### src/rtl/secded_dec_seq_if.sv
// Memory-port bundle between the SECDED decode sequencer and the shared
// single-port data memory.
//   mem_req   : requester wants the port this cycle
//   mem_gnt   : arbiter grant; an access issues only when req && gnt
//   mem_addr  : byte address
//   mem_re    : read strobe (read data returns on the following cycle)
//   mem_we    : write strobe
//   mem_wdata : write byte
//   mem_rdata : read byte
// master modport: the sequencer. slave modport: the memory/arbiter side.
interface secded_dec_seq_if #(
  parameter int AW = 8
) ();
  logic          mem_req;
  logic          mem_gnt;
  logic [AW-1:0] mem_addr;
  logic          mem_re;
  logic          mem_we;
  logic [7:0]    mem_wdata;
  logic [7:0]    mem_rdata;

  modport master (
    output mem_req, mem_addr, mem_re, mem_we, mem_wdata,
    input  mem_gnt, mem_rdata
  );

  modport slave (
    input  mem_req, mem_addr, mem_re, mem_we, mem_wdata,
    output mem_gnt, mem_rdata
  );
endinterface

### src/rtl/secded_dec_seq.sv
// SECDED Hamming decode sequencer. On start it reads MSG_COUNT 16-bit
// codewords (two bytes each, low byte first) from SRC_BASE, decodes each,
// and writes {flags[1:0], 3'b000, d11..d1} back as two bytes at DST_BASE.
// flags: 00 clean, 01 single error (corrected), 10 double error.
// Ports:
//   clk      : clock, rising edge
//   reset    : asynchronous, active-high
//   start    : one-cycle pulse, accepted only in IDLE or DONE
//   done     : high in DONE until the next accepted start or reset
//   mem      : master side of the secded_dec_seq_if memory bundle
//   n_single : count of single-error codewords (SECDED_DEC_STATS_EN only)
//   n_double : count of double-error codewords (SECDED_DEC_STATS_EN only)
// Optional feature macro: SECDED_DEC_STATS_EN (adds the saturating counters).
module secded_dec_seq #(
  parameter int MSG_COUNT = 15,
  parameter int SRC_BASE  = 30,
  parameter int DST_BASE  = 0,
  parameter int AW        = 8
) (
  input  logic             clk,
  input  logic             reset,
  input  logic             start,
  output logic             done,
  secded_dec_seq_if.master mem
`ifdef SECDED_DEC_STATS_EN
  ,
  output logic [7:0]       n_single,
  output logic [7:0]       n_double
`endif
);

  typedef enum logic [2:0] {
    S_IDLE, S_RD_LO, S_RD_HI, S_WAIT_HI, S_DEC, S_WR_LO, S_WR_HI, S_DONE
  } state_t;

  state_t        r_state, w_next;
  logic [AW-1:0] r_idx, w_idx_nxt;
  logic          r_rd_pend;   // a read issued last cycle; rdata is valid now
  logic          r_rd_hi;     // that read was the high byte
  logic          w_start_acc;
  logic [7:0]    r_lo, r_hi;
  logic [15:0]   w_res_p0, r_res_p1;
  logic [AW-1:0] w_src, w_dst;

  // Syndrome is the XOR of the indices of set bits; P==1 means an odd number
  // of flips, so bit s is corrected (s==0 points at p0, data untouched).
  function automatic logic [15:0] f_decode(input logic [15:0] cw);
    logic [3:0]  s;
    logic        p;
    logic [15:0] c;
    logic [1:0]  fl;
    s  = 4'd0;
    for (int k = 1; k < 16; k++)
      if (cw[k]) s = s ^ 4'(k);
    p  = ^cw;
    c  = cw;
    fl = 2'b00;
    if (p) begin
      fl = 2'b01;
      if (s != 4'd0) c[s] = ~c[s];
    end else if (s != 4'd0) begin
      fl = 2'b10;
    end
    return {fl, 3'b000, c[15:9], c[7:5], c[3]};
  endfunction

  function automatic logic [7:0] f_sat_inc(input logic [7:0] v);
    return (v == 8'hFF) ? v : v + 8'd1;
  endfunction

  assign w_src    = AW'(SRC_BASE) + (r_idx << 1);
  assign w_dst    = AW'(DST_BASE) + (r_idx << 1);
  assign w_res_p0 = f_decode({r_hi, r_lo});

  always_ff @(posedge clk or posedge reset) begin
    if (reset) begin
      r_state   <= S_IDLE;
      r_idx     <= '0;
      r_rd_pend <= 1'b0;
      r_rd_hi   <= 1'b0;
    end else begin
      r_state   <= w_next;
      r_idx     <= w_idx_nxt;
      r_rd_pend <= mem.mem_re;
      r_rd_hi   <= (r_state == S_RD_HI);
    end
  end

  // Stage p0 -> p1: byte capture and registered decode result
  always_ff @(posedge clk) begin
    if (r_rd_pend) begin
      if (r_rd_hi) r_hi <= mem.mem_rdata;
      else         r_lo <= mem.mem_rdata;
    end
    if (r_state == S_DEC) r_res_p1 <= w_res_p0;
  end

  always_comb begin
    w_next        = r_state;
    w_idx_nxt     = r_idx;
    w_start_acc   = 1'b0;
    done          = 1'b0;
    mem.mem_req   = 1'b0;
    mem.mem_re    = 1'b0;
    mem.mem_we    = 1'b0;
    mem.mem_addr  = '0;
    mem.mem_wdata = 8'h00;
    case (r_state)
      S_IDLE, S_DONE: begin
        done = (r_state == S_DONE);
        if (start) begin
          w_start_acc = 1'b1;
          w_idx_nxt   = '0;
          w_next      = (MSG_COUNT == 0) ? S_DONE : S_RD_LO;
        end
      end
      S_RD_LO: begin
        mem.mem_req  = 1'b1;
        mem.mem_addr = w_src;
        mem.mem_re   = mem.mem_gnt;
        if (mem.mem_gnt) w_next = S_RD_HI;
      end
      S_RD_HI: begin
        mem.mem_req  = 1'b1;
        mem.mem_addr = w_src + AW'(1);
        mem.mem_re   = mem.mem_gnt;
        if (mem.mem_gnt) w_next = S_WAIT_HI;
      end
      S_WAIT_HI: w_next = S_DEC;
      S_DEC:     w_next = S_WR_LO;
      S_WR_LO: begin
        mem.mem_req   = 1'b1;
        mem.mem_addr  = w_dst;
        mem.mem_wdata = r_res_p1[7:0];
        mem.mem_we    = mem.mem_gnt;
        if (mem.mem_gnt) w_next = S_WR_HI;
      end
      S_WR_HI: begin
        mem.mem_req   = 1'b1;
        mem.mem_addr  = w_dst + AW'(1);
        mem.mem_wdata = r_res_p1[15:8];
        mem.mem_we    = mem.mem_gnt;
        if (mem.mem_gnt) begin
          if (r_idx == AW'(MSG_COUNT - 1)) begin
            w_next = S_DONE;
          end else begin
            w_next    = S_RD_LO;
            w_idx_nxt = r_idx + AW'(1);
          end
        end
      end
      default: w_next = S_IDLE;
    endcase
  end

`ifdef SECDED_DEC_STATS_EN
  always_ff @(posedge clk or posedge reset) begin
    if (reset) begin
      n_single <= 8'd0;
      n_double <= 8'd0;
    end else if (w_start_acc) begin
      n_single <= 8'd0;
      n_double <= 8'd0;
    end else if (r_state == S_DEC) begin
      if (w_res_p0[15:14] == 2'b01) n_single <= f_sat_inc(n_single);
      if (w_res_p0[15:14] == 2'b10) n_double <= f_sat_inc(n_double);
    end
  end
`endif

endmodule
### src/flat_wrapper.sv
// flat-port wrapper written by rule: the top's interface ports become plain ports
module secded_dec_seq_flat 
#(
  parameter int MSG_COUNT = 15,
  parameter int SRC_BASE  = 30,
  parameter int DST_BASE  = 0,
  parameter int AW        = 8
)
  (clk, reset, start, done, mem_mem_req, mem_mem_addr, mem_mem_re, mem_mem_we, mem_mem_wdata, mem_mem_gnt, mem_mem_rdata);
  secded_dec_seq_if #(.AW(AW)) mem_i ();
  input  logic clk;
  input  logic reset;
  input  logic start;
  output logic done;
  output wire logic [$bits(mem_i.mem_req)-1:0] mem_mem_req;
  output wire logic [$bits(mem_i.mem_addr)-1:0] mem_mem_addr;
  output wire logic [$bits(mem_i.mem_re)-1:0] mem_mem_re;
  output wire logic [$bits(mem_i.mem_we)-1:0] mem_mem_we;
  output wire logic [$bits(mem_i.mem_wdata)-1:0] mem_mem_wdata;
  input wire logic [$bits(mem_i.mem_gnt)-1:0] mem_mem_gnt;
  input wire logic [$bits(mem_i.mem_rdata)-1:0] mem_mem_rdata;
  assign mem_mem_req = mem_i.mem_req;
  assign mem_mem_addr = mem_i.mem_addr;
  assign mem_mem_re = mem_i.mem_re;
  assign mem_mem_we = mem_i.mem_we;
  assign mem_mem_wdata = mem_i.mem_wdata;
  assign mem_i.mem_gnt = mem_mem_gnt;
  assign mem_i.mem_rdata = mem_mem_rdata;
  secded_dec_seq #(.MSG_COUNT(MSG_COUNT), .SRC_BASE(SRC_BASE), .DST_BASE(DST_BASE), .AW(AW)) u_core (.clk(clk), .reset(reset), .start(start), .done(done), .mem(mem_i));
endmodule
### config.mk
export PLATFORM = sky130hd
export DESIGN_NAME = secded_dec_seq_flat
export DESIGN_NICKNAME = d
export VERILOG_FILES = /design/src/rtl/secded_dec_seq_if.sv /design/src/rtl/secded_dec_seq.sv /design/src/flat_wrapper.sv
export SDC_FILE = /design/constraint.sdc
export NUM_CORES = 1
export LEC_CHECK = 0
export BUFFER_PORTS_ARGS = -buffer_cell sky130_fd_sc_hd__buf_4
export CORE_ASPECT_RATIO = 0.8
export CORE_MARGIN = 3
export CORE_UTILIZATION = 45
export DETAILED_ROUTE_END_ITERATION = 10
export PLACE_DENSITY_LB_ADDON = 0.25
export SLEW_MARGIN = 10
export SYNTH_ARGS = -nofsm -noshare
export SYNTH_HDL_FRONTEND = slang
export SYNTH_SLANG_ARGS = --single-unit
export TNS_END_PERCENT = 30
### constraint.sdc
create_clock -name clk -period 3.88 [get_ports clk]
set_input_delay 0.582 -clock clk [delete_from_list [all_inputs] [get_ports clk]]
set_output_delay 0.582 -clock clk [all_outputs]
set_load 0.05 [all_outputs]
# [Word level (Yosys, flattened, before mapping)]
# Index checks and enable logic that the tools add are counted.
[word_totals] in_bits=12 ff_bits=42 output_inout_bits=20 word_cells=97
[classes] n_eq_ne=14 n_bitwise=16 mux=40 reduce_logical=13 n_addsub=4 magnitude_cmp=2
[op_table] cell="$mux W16" n=2
[op_table] cell="$mux W4" n=8
[op_table] cell="$pmux W8 S2" n=2
[op_table] cell="$pmux W8 S4" n=1
[op_table] cell="$mux W3" n=10
[op_table] cell="$add A8 B1 Y8 const B" n=3
[op_table] cell="$mux W8" n=3
[op_table] cell="$pmux W3 S7" n=1
[op_table] cell="$bwmux W16" n=1
[op_table] cell="$reduce_xor A16 Y1" n=1
[op_table] cell="$eq A3 B3 Y1 const B" n=4
[op_table] cell="$ne A2 B2 Y1 const B" n=6
[op_table] cell="$not A2 Y2" n=6
[op_table] cell="$not A3 Y3" n=4
[op_table] cell="$add A5 B8 Y8 const A" n=1
[op_table] cell="$eq A8 B4 Y1 const B" n=1
[op_table] cell="$mux W1" n=7
[op_table] cell="$eq A3 B2 Y1 const B" n=2
[op_table] cell="$mux W2" n=3
[op_table] cell="$reduce_or A2 Y1" n=3
[op_table] cell="$lt A4 B5 Y1 const B" n=1
[op_table] cell="$reduce_and A5 Y1" n=1
[op_table] cell="$bmux W1 S4" n=1
[op_table] cell="$demux W1 S4" n=1
[op_table] cell="other kinds (12)" n=16

# [Depth between registers and ports, before layout]
# Gate-level depths: netlist (run 1).
[logic_depth] depth_word=33 depth_mapped=11

# [Worst setup path before layout (run 1)]
# OpenSTA, ideal clock, no wires.
[synth_path] path_kind="register to register" startpoint="reg u_core.r_lo[3]" endpoint="reg u_core.r_res_p1[2], data pin" path_buffers=0 t_required_ns=3.606 setup_ns=0.274 t_arrival_ns=2.505 path_stages_with_launch=9 path_slack_ns=1.101 cell_sequence="edfxtp_1 xnor2_4 xnor3_2 xnor2_2 o41ai_1 a2111oi_2 a211oi_2 a211oi_4 a31oi_1"
[synth_via] elab_chain_cells=26
[synth_lines] item="start, declared" line_no="secded_dec_seq.sv:41" source="logic [7:0] r_lo, r_hi;"
[synth_lines] item="start signal, assigned" line_no="secded_dec_seq.sv:93" source="else r_lo <= mem.mem_rdata;"
[synth_lines] item="$mux W2" line_no="secded_dec_seq.sv:54" source="if (cw[k]) s = s ^ 4'(k);"
[synth_lines] item="$mux W3" line_no="secded_dec_seq.sv:54"
[synth_lines] item="$not A2 Y2 (no line) or $mux W3 (tied branches)"
[synth_lines] item="$mux W3 or $not A2 Y2 (tied branches)"
[synth_lines] item="$mux W3" line_no="secded_dec_seq.sv:54"
[synth_lines] item="$not A3 Y3 (no line)"
[synth_lines] item="$mux W3" line_no="secded_dec_seq.sv:54"
[synth_lines] item="$mux W4" line_no="secded_dec_seq.sv:54"
[synth_lines] item="[... 11 more ...]"
[synth_lines] item="$lt A4 B5 Y1 (not written as such) or $ge A4 B1 Y1 (tied branches)" line_no="secded_dec_seq.sv:60" source="if (s != 4'd0) c[s] = ~c[s];"
[synth_lines] item="$logic_and A1 B1 Y1 (not written as such)" line_no="secded_dec_seq.sv:60"
[synth_lines] item="$mux W1 (not written as such)" line_no="secded_dec_seq.sv:60"
[synth_lines] item="$demux W1 S4"
[synth_lines] item="$bwmux W16" line_no="secded_dec_seq.sv:60"
[synth_lines] item="$mux W16" line_no="secded_dec_seq.sv:60"
[synth_lines] item="$mux W16 *" line_no="secded_dec_seq.sv:58" source="if (p) begin"
[synth_lines] item="net u_core.w_res_p0[2]" line_no="secded_dec_seq.sv:42" source="logic [15:0] w_res_p0, r_res_p1;"
[synth_lines] item="end signal, assigned" line_no="secded_dec_seq.sv:95" source="if (r_state == S_DEC) r_res_p1 <= w_res_p0;"
[synth_lines] item="end, declared" line_no="secded_dec_seq.sv:42"
# The timed path passes the listed nets; every way through them passes the cells marked *. The select of a mux whose other input is x is not followed.
# A chain may end at the register's enable or synchronous reset.

# [Worst setup path after layout (run 1)]
[layout_path] startpoint="reg u_core.r_hi[1]" endpoint="reg u_core.r_res_p1[6], data pin"
[layout_via] elab_chain_cells=20
[layout_lines] item="start, declared" line_no="secded_dec_seq.sv:41"
[layout_lines] item="start signal, assigned" line_no="secded_dec_seq.sv:92" source="if (r_rd_hi) r_hi <= mem.mem_rdata;"
[layout_lines] item="$mux W4" line_no="secded_dec_seq.sv:54"
[layout_lines] item="$not A2 Y2 (no line)"
[layout_lines] item="$mux W4" line_no="secded_dec_seq.sv:54"
[layout_lines] item="$not A3 Y3 (no line)"
[layout_lines] item="$mux W4" line_no="secded_dec_seq.sv:54"
[layout_lines] item="$not A2 Y2 (no line)"
[layout_lines] item="$mux W4" line_no="secded_dec_seq.sv:54"
[layout_lines] item="$not A3 Y3 (no line)"
[layout_lines] item="[... 5 more ...]"
[layout_lines] item="$lt A4 B5 Y1 (not written as such) or $ge A4 B1 Y1 (tied branches)" line_no="secded_dec_seq.sv:60"
[layout_lines] item="$logic_and A1 B1 Y1 (not written as such)" line_no="secded_dec_seq.sv:60"
[layout_lines] item="$mux W1 (not written as such)" line_no="secded_dec_seq.sv:60"
[layout_lines] item="$demux W1 S4"
[layout_lines] item="$bwmux W16" line_no="secded_dec_seq.sv:60"
[layout_lines] item="$mux W16" line_no="secded_dec_seq.sv:60"
[layout_lines] item="$mux W16 *" line_no="secded_dec_seq.sv:58"
[layout_lines] item="net u_core.w_res_p0[6]" line_no="secded_dec_seq.sv:42"
# Marks and branches as above.

==> summary.md, run 1 <==
| Metric | Value |
|---|---|
| Outcome | finished, final reports clean |
| Setup TNS | 0 ps |
| Instance count of the mapped netlist | 281 |
| Largest net degree at the start of global routing | 27 |
| Core box area | 5710 um2 |
| Remaining DRCs | 0 |
| Die Wd | ~94 um |
| Placer Congestion | about 0.94 |
| Worst-Margin Slew | roughly 1100 ps |
| Post-CTS setup buffers | 0 |
| Maximum level of the CTS H-tree | 2 |
| P per Cell Area | 729 nW/um2 |
| Layout cells sized above 1 | between 10% and 20% |
| Routed wire per std cell | around 16 um |
| Crit share post-route | a little over four fifths |
| Area leader, netlist | edfxtp_1 |
| Synthesized area | 2790 um2 |
| Worst-Skew Late Latency | ~300 ps |
| Final HPWL DP | 4.81 mm |
| Total gr overflow | 0 |
| Max-slew violations | 0 |
| Die Ht | 76.4 um |
| Combined area of the multi-input logic cells | 1510 um2 |
| Initial antenna violation count | 0 |
| Net Count, Synth | 296 |
| Area share of the largest cell type after synthesis | 31.2% |
| Total track usage | between 10% and 20% |
| Setup violators final | 0 |
| RSZ-0062 raised after global routing | false |
| Hold_buf cts | 0 |
| Unique masters post-synth | 50 |
| CP required | about 4000 ps |
| Post-Route WL | ~6.2 mm |
| Clock slew at reported path FFs | about 90 ps |
| Post-synth EDFFs | 29 |
| Min-Delay Path Class | primary input to async pin |
| Core Util, Final | 56.3% |
| Fillers | 510 |
| Antenna violation net count after detailed routing | 0 |
| Async SR Flop Fraction | about 31% |
| CTS Buf Count | 5 |
| Crit path time final | approximately 3200 ps |
| Initial core utilization | between 40% and 50% |
| Synth top area cells | edfxtp_1 31%, dfrtp_1 12%, xnor2_1 6.9%, nor2_1 4.3%, a21oi_1 3.4% |
| Leakage | approximately 0.0013 uW |
| Register area share after synthesis | around 43% |
| Via-to-Cell Ratio | approximately 5.5 |
| Non-filler cells, final | ~390 |
| Dpl cells | ~380 |
| Commonest cells after routing, fill and taps aside | 32 x nor2_1, 32 x buf_4, 29 x edfxtp_1, 24 x nand2_1, 22 x xnor2_1 |
| Nets | ~320 |
| Clk_skew | roughly 8.0 ps |
| Worst endpoint data arrival time | 3260 ps |
| CTS sink count | between 40 and 50 |
| Vias in the first global route | 1843 |
| Max VDD drop | slightly above 300 uV |
| Register area | around 1200 um2 |
| Final hold violation count | 0 |
| Synth Area per Inst | between 9 and 10 um2 |
| Max Cap Viol | 0 |
| CP Class | register to register |
| Count of input and output buffers | 31 |
| Std-Cell Rows | 24 |
| Cts repair resizes | 0 |
| First-pass detailed-route iteration total | 5 |
| Critical Path Fanout Max | 10 |
| First-pass GRT wire length | approximately 9.9 mm |
| Yosys warnings | 0 |
| Startpoint types | register |
| Total vias in the final route | about 2100 |
| FMAX | approximately 0.31 GHz |
| 1st-iter DRT viols | 122 |
| TritonCTS clock tree | done |
| Die area | about 7200 um2 |
| Max_slew headroom | a little over a quarter |
| Root Driver | clkbuf_8 |
| Synth Register Bits | 42 |
| Critical path capture point type | register |
| Clock Tree Buf Depth | 2 |
| Num ports | 32 |
| Synth-to-layout area growth | 15.1% |
| # diodes | 0 |
| Top_reg_cell synth | edfxtp_1 |
layout make-up:
class	count	share of cell area [%]
Sequential cell	42	37.3
Timing Repair Buffer	32	7.49
Clock inverter	2	1.21
Clock buffer	6	2.92
Multi-Input combinational cell	216	46.9
Inverter	10	1.17
Tap cell	78	3.04
where the power goes:
part | internal (uW) | switching [uW]
combinational | 435 | 823
sequential | 582 | 111
clock | 232 | 156
Yosys cell counts (6+ instances only):
| cell | instances |
|---|---|
| dfrtp_1 | 13 |
| clkbuf_1 | 12 |
| xor2_1 | 10 |
| a31oi_1 | 7 |
| xnor2_1 | 22 |
| nor2_1 | 32 |
| nor2b_1 | 12 |
| o21ai_0 | 7 |
| mux2i_1 | 6 |
| nand3_1 | 9 |
| nand2_1 | 24 |
| nor3_1 | 8 |
| o22ai_1 | 6 |
| a21oi_1 | 19 |
| edfxtp_1 | 29 |
| inv_1 | 10 |
per-stage QoR:
step           area [um2]  hold WS (ps)  worst slack (ps)  total power [uW]
5_1_grt              3210           363               425              2470
3_5_place_dp         3080           548               699              1960
4_1_cts              3210           329               672              2340
2_1_floorplan        2790           459              1100              1650
3_3_place_gp         3080           539               710              1960
6_report             3210           307               636              2340
critical path, stage by stage (launching register included):
cell      delay [ps]
edfxtp_1         470
xnor2_1          280
xnor3_2          560
xnor2_2          370
mux2i_1          400
mux2i_1          210
a211oi_4         480
a31oi_1          180
flip-flops by register name, summed over array words and instances, names as in the netlist:
signal	cells
u_core.r_res_p1	13
u_core.r_hi	8
u_core.r_idx	8
u_core.r_lo	8
u_core.r_state	3
u_core.r_rd_hi	1
u_core.r_rd_pend	1
cells by family (layout without fill, tap and decap cells):
| family | after synthesis | after routing | synth area share, % |
|---|---|---|---|
| buffers and inverters | 23 | 50 | 3.14 |
| AND/OR/NAND/NOR | 105 | 105 | 18.0 |
| XOR/XNOR | 41 | 41 | 17.3 |
| adder cells (fa/ha/maj) | 4 | 4 | 1.75 |
| AO/OA/AOI/OAI | 59 | 59 | 14.3 |
| multiplexers | 7 | 7 | 2.65 |
| flip-flops | 42 | 42 | 42.9 |
layer usage:
metal	GRT usage (%)	wire (um)	vias to the layer above
met4	4.33	56	0
met5	0	0	-
met1	28.5	3150	977
met3	3.75	470	8
met2	23.8	2510	84
li1	-	-	1053
final timing paths:
kind / startpoint / endpoint / slack (ps) / cells past startpoint
setup / recovery: u_core.r_hi[1] / u_core.r_res_p1[6] / 640 / 7
hold / removal: reset / u_core.r_rd_pend / 310 / 2
setup reg to reg: u_core.r_hi[1] / u_core.r_res_p1[6] / 640 / 7
hold reg to reg: u_core.r_idx[7] / u_core.r_idx[7] / 550 / 2
max in group asynchronous: reset / u_core.r_idx[0] / 3220 / 2
min in group clk: mem_mem_rdata[6] / u_core.r_lo[6] / 460 / 1
(Power assumes the default switching activity.)
==> inputs of run 2 (changes only) <==
==> constraint.sdc (replaced) <==
create_clock -name clk -period 3 [get_ports clk]
set_input_delay 0.45 -clock clk [delete_from_list [all_inputs] [get_ports clk]]
set_output_delay 0.45 -clock clk [all_outputs]
set_load 0.05 [all_outputs]
==> summary.md, run 2 (synthesis gave the netlist of run 1 again) <==
| Metric | Value |
|---|---|
| Outcome | finished, final reports clean |
| CP required | 3010 ps (-890 ps) |
| Largest net degree at the start of global routing | 20 (-26%) |
| Max VDD drop | 385 uV (+24%) |
| Nets | 352 (+9.3%) |
| Final HPWL DP | 4.94 mm (+2.8%) |
| Placer Congestion | 0.899 (-4.5%) |
| Hold_buf cts | 0 (unchanged) |
| Worst endpoint data arrival time | 2970 ps (-290 ps) |
| P per Cell Area | 921 nW/um2 (+26%) |
| Critical Path Fanout Max | 10 (unchanged) |
| Number of flip-flops in the largest register | 13 (unchanged) |
| First-pass GRT wire length | 10.5 mm (+6.1%) |
| Worst r2r path cells | 10 (+3) |
| Critical path capture point type | register |
| CTS Buf Count | 5 (unchanged) |
| 1st-iter DRT viols | 142 (+16%) |
| Maximum level of the CTS H-tree | 2 (unchanged) |
| CTS sink count | 42 (unchanged) |
| Total track usage | 18.4% (+0.72 points) |
| Commonest cells after routing, fill and taps aside | 61 x buf_4, 32 x nor2_1, 29 x edfxtp_1, 24 x nand2_1, 21 x xnor2_1 |
| Clk_skew | 12.7 ps (+4.73 ps) |
| Layout cells sized above 1 | 26.3% (+8.5 points) |
| Clock slew at reported path FFs | 80 ps (about the same) |
| Die Ht | 76.4 um (unchanged) |
| WHS | 191 ps (-116 ps) |
| Startpoint types | register |
| Crit path time final | 2960 ps (-288 ps) |
| Non-filler cells, final | 416 (+7.8%) |
| Std-Cell Rows | 24 (unchanged) |
| Post-Route WL | 6.31 mm (+2.1%) |
| Synth-to-layout area growth | 24.5% |
| Total gr overflow | 0 (unchanged) |
| Initial core utilization | 48.9% (unchanged) |
| First-pass detailed-route iteration total | 4 (-1) |
| Die Wd | 94.0 um (unchanged) |
| Vias in the first global route | 2085 (+13%) |
| Commonest non-fill, non-tap cell in the layout | buf_4 |
| Worst-Skew Late Latency | 290 ps (about the same) |
| Crit share post-route | 98.5% (+15 points) |
| Routed wire per std cell | 15.2 um (-5.2%) |
| Via-to-Cell Ratio | 5.34 (-2.9%) |
| Capture point of the worst reg-to-reg path | u_core.r_res_p1[3] |
| Worst R2R Start | u_core.r_hi[5] |
| Core box area | 5710 um2 (unchanged) |
| Min-Delay Path Class | primary input to async pin |
| Root Driver | clkbuf_8 |
| Worst-Margin Slew | 759 ps (-338 ps) |
| Clock Tree Buf Depth | 2 (unchanged) |
| CP Class | register to register |
| Antenna violation net count after detailed routing | 0 (unchanged) |
| Largest Register | u_core.r_res_p1 |
| Num ports | 32 (unchanged) |
| # diodes | 0 (unchanged) |
| Dpl cells | 405 (+7.1%) |
| TritonCTS clock tree | done |
| Leakage | 0.00140 uW (+11%) |
| Max-slew violations | 0 (unchanged) |
| Total vias in the final route | 2220 (+4.6%) |
| Setup violators final | 0 (unchanged) |
| Initial antenna violation count | 0 (unchanged) |
| Pre-CTS setup slack | 25.6 ps (-673 ps) |
| Design Power | 3200 uW (+37%) |
| Count of input and output buffers | 31 (unchanged) |
| Max_slew headroom | 49.3% (+23 points) |
| FMAX | 0.338 GHz (+9.8%) |
| Die area | 7180 um2 (unchanged) |
| Remaining DRCs | 0 (unchanged) |
| Fin worst setup slack | 44.3 ps (-592 ps) |
| Slack of the worst reg-to-reg path | 40 ps (-590 ps) |
| Final hold violation count | 0 (unchanged) |
| RSZ-0062 raised after global routing | true |
| Max Cap Viol | 0 (unchanged) |
| Core Util, Final | 60.9% (+4.6 points) |
run 2: final cells by class:
| cell class | count | area, um2 |
|---|---|---|
| Clock buffer | 7 | 76.3 |
| Clock inverter | 1 | 30.0 |
| Fill cell | 513 | 2230 |
| Inverter | 10 | 37.5 |
| Multi-Input combinational cell | 216 | 1570 |
| Sequential cell | 42 | 1200 |
| Tap cell | 78 | 97.6 |
| Timing Repair Buffer | 62 | 469 |
run 2: stage by stage:
| stage | area (um2) | TNS (ps) |
|---|---|---|
| floorplan | 2790 | 0 |
| global placement | 3280 | 0 |
| detailed placement | 3280 | 0 |
| CTS | 3390 | 0 |
| global route | 3470 | -929 |
| finish | 3470 | 0 |
run 2: worst max path at each step:
| stage | start | to | slack, ps | cells after the start |
|---|---|---|---|---|
| 3_5_place_dp | u_core.r_lo[7] | u_core.r_res_p1[3] | 30 | 9 |
| 4_1_cts | u_core.r_lo[7] | u_core.r_res_p1[3] | 1 | 9 |
| 2_1_floorplan | u_core.r_lo[3] | u_core.r_res_p1[2] | 220 | 8 |
| 5_1_grt | u_core.r_hi[5] | u_core.r_res_p1[3] | -110 | 10 |
| 6_report | u_core.r_hi[5] | u_core.r_res_p1[3] | 40 | 10 |
| 3_3_place_gp | u_core.r_hi[3] | u_core.r_res_p1[5] | 90 | 8 |
run 2: repair_timing:
item,in CTS,in global routing
resized for setup,0,10
buffers inserted,0,3
setup endpoints to repair,0,11
run 2: power breakdown:
part           total [uW]  internal [uW]  switching [uW]  leakage (uW)
clock network         433            249             184     0.0000524
registers             843            752            91.1      0.000438
logic                1920            749            1170      0.000914
run 2: routing by layer:
metal | track usage (%) | share of wire, %
met1 | 29.2 | 48
met2 | 25.6 | 44
met3 | 4.15 | 7.7
met4 | 3.46 | 0.43
met5 | 0 | 0
run 2: worst max-delay path, stage by stage, from the launching register on:
cell,delay [ps]
edfxtp_1,400
xnor3_2,440
xnor3_2,520
buf_4,200
a21oi_1,150
nor3_1,90
a2111oi_2,340
a211oi_2,110
a211oi_4,170
buf_6,160
a31oi_1,90
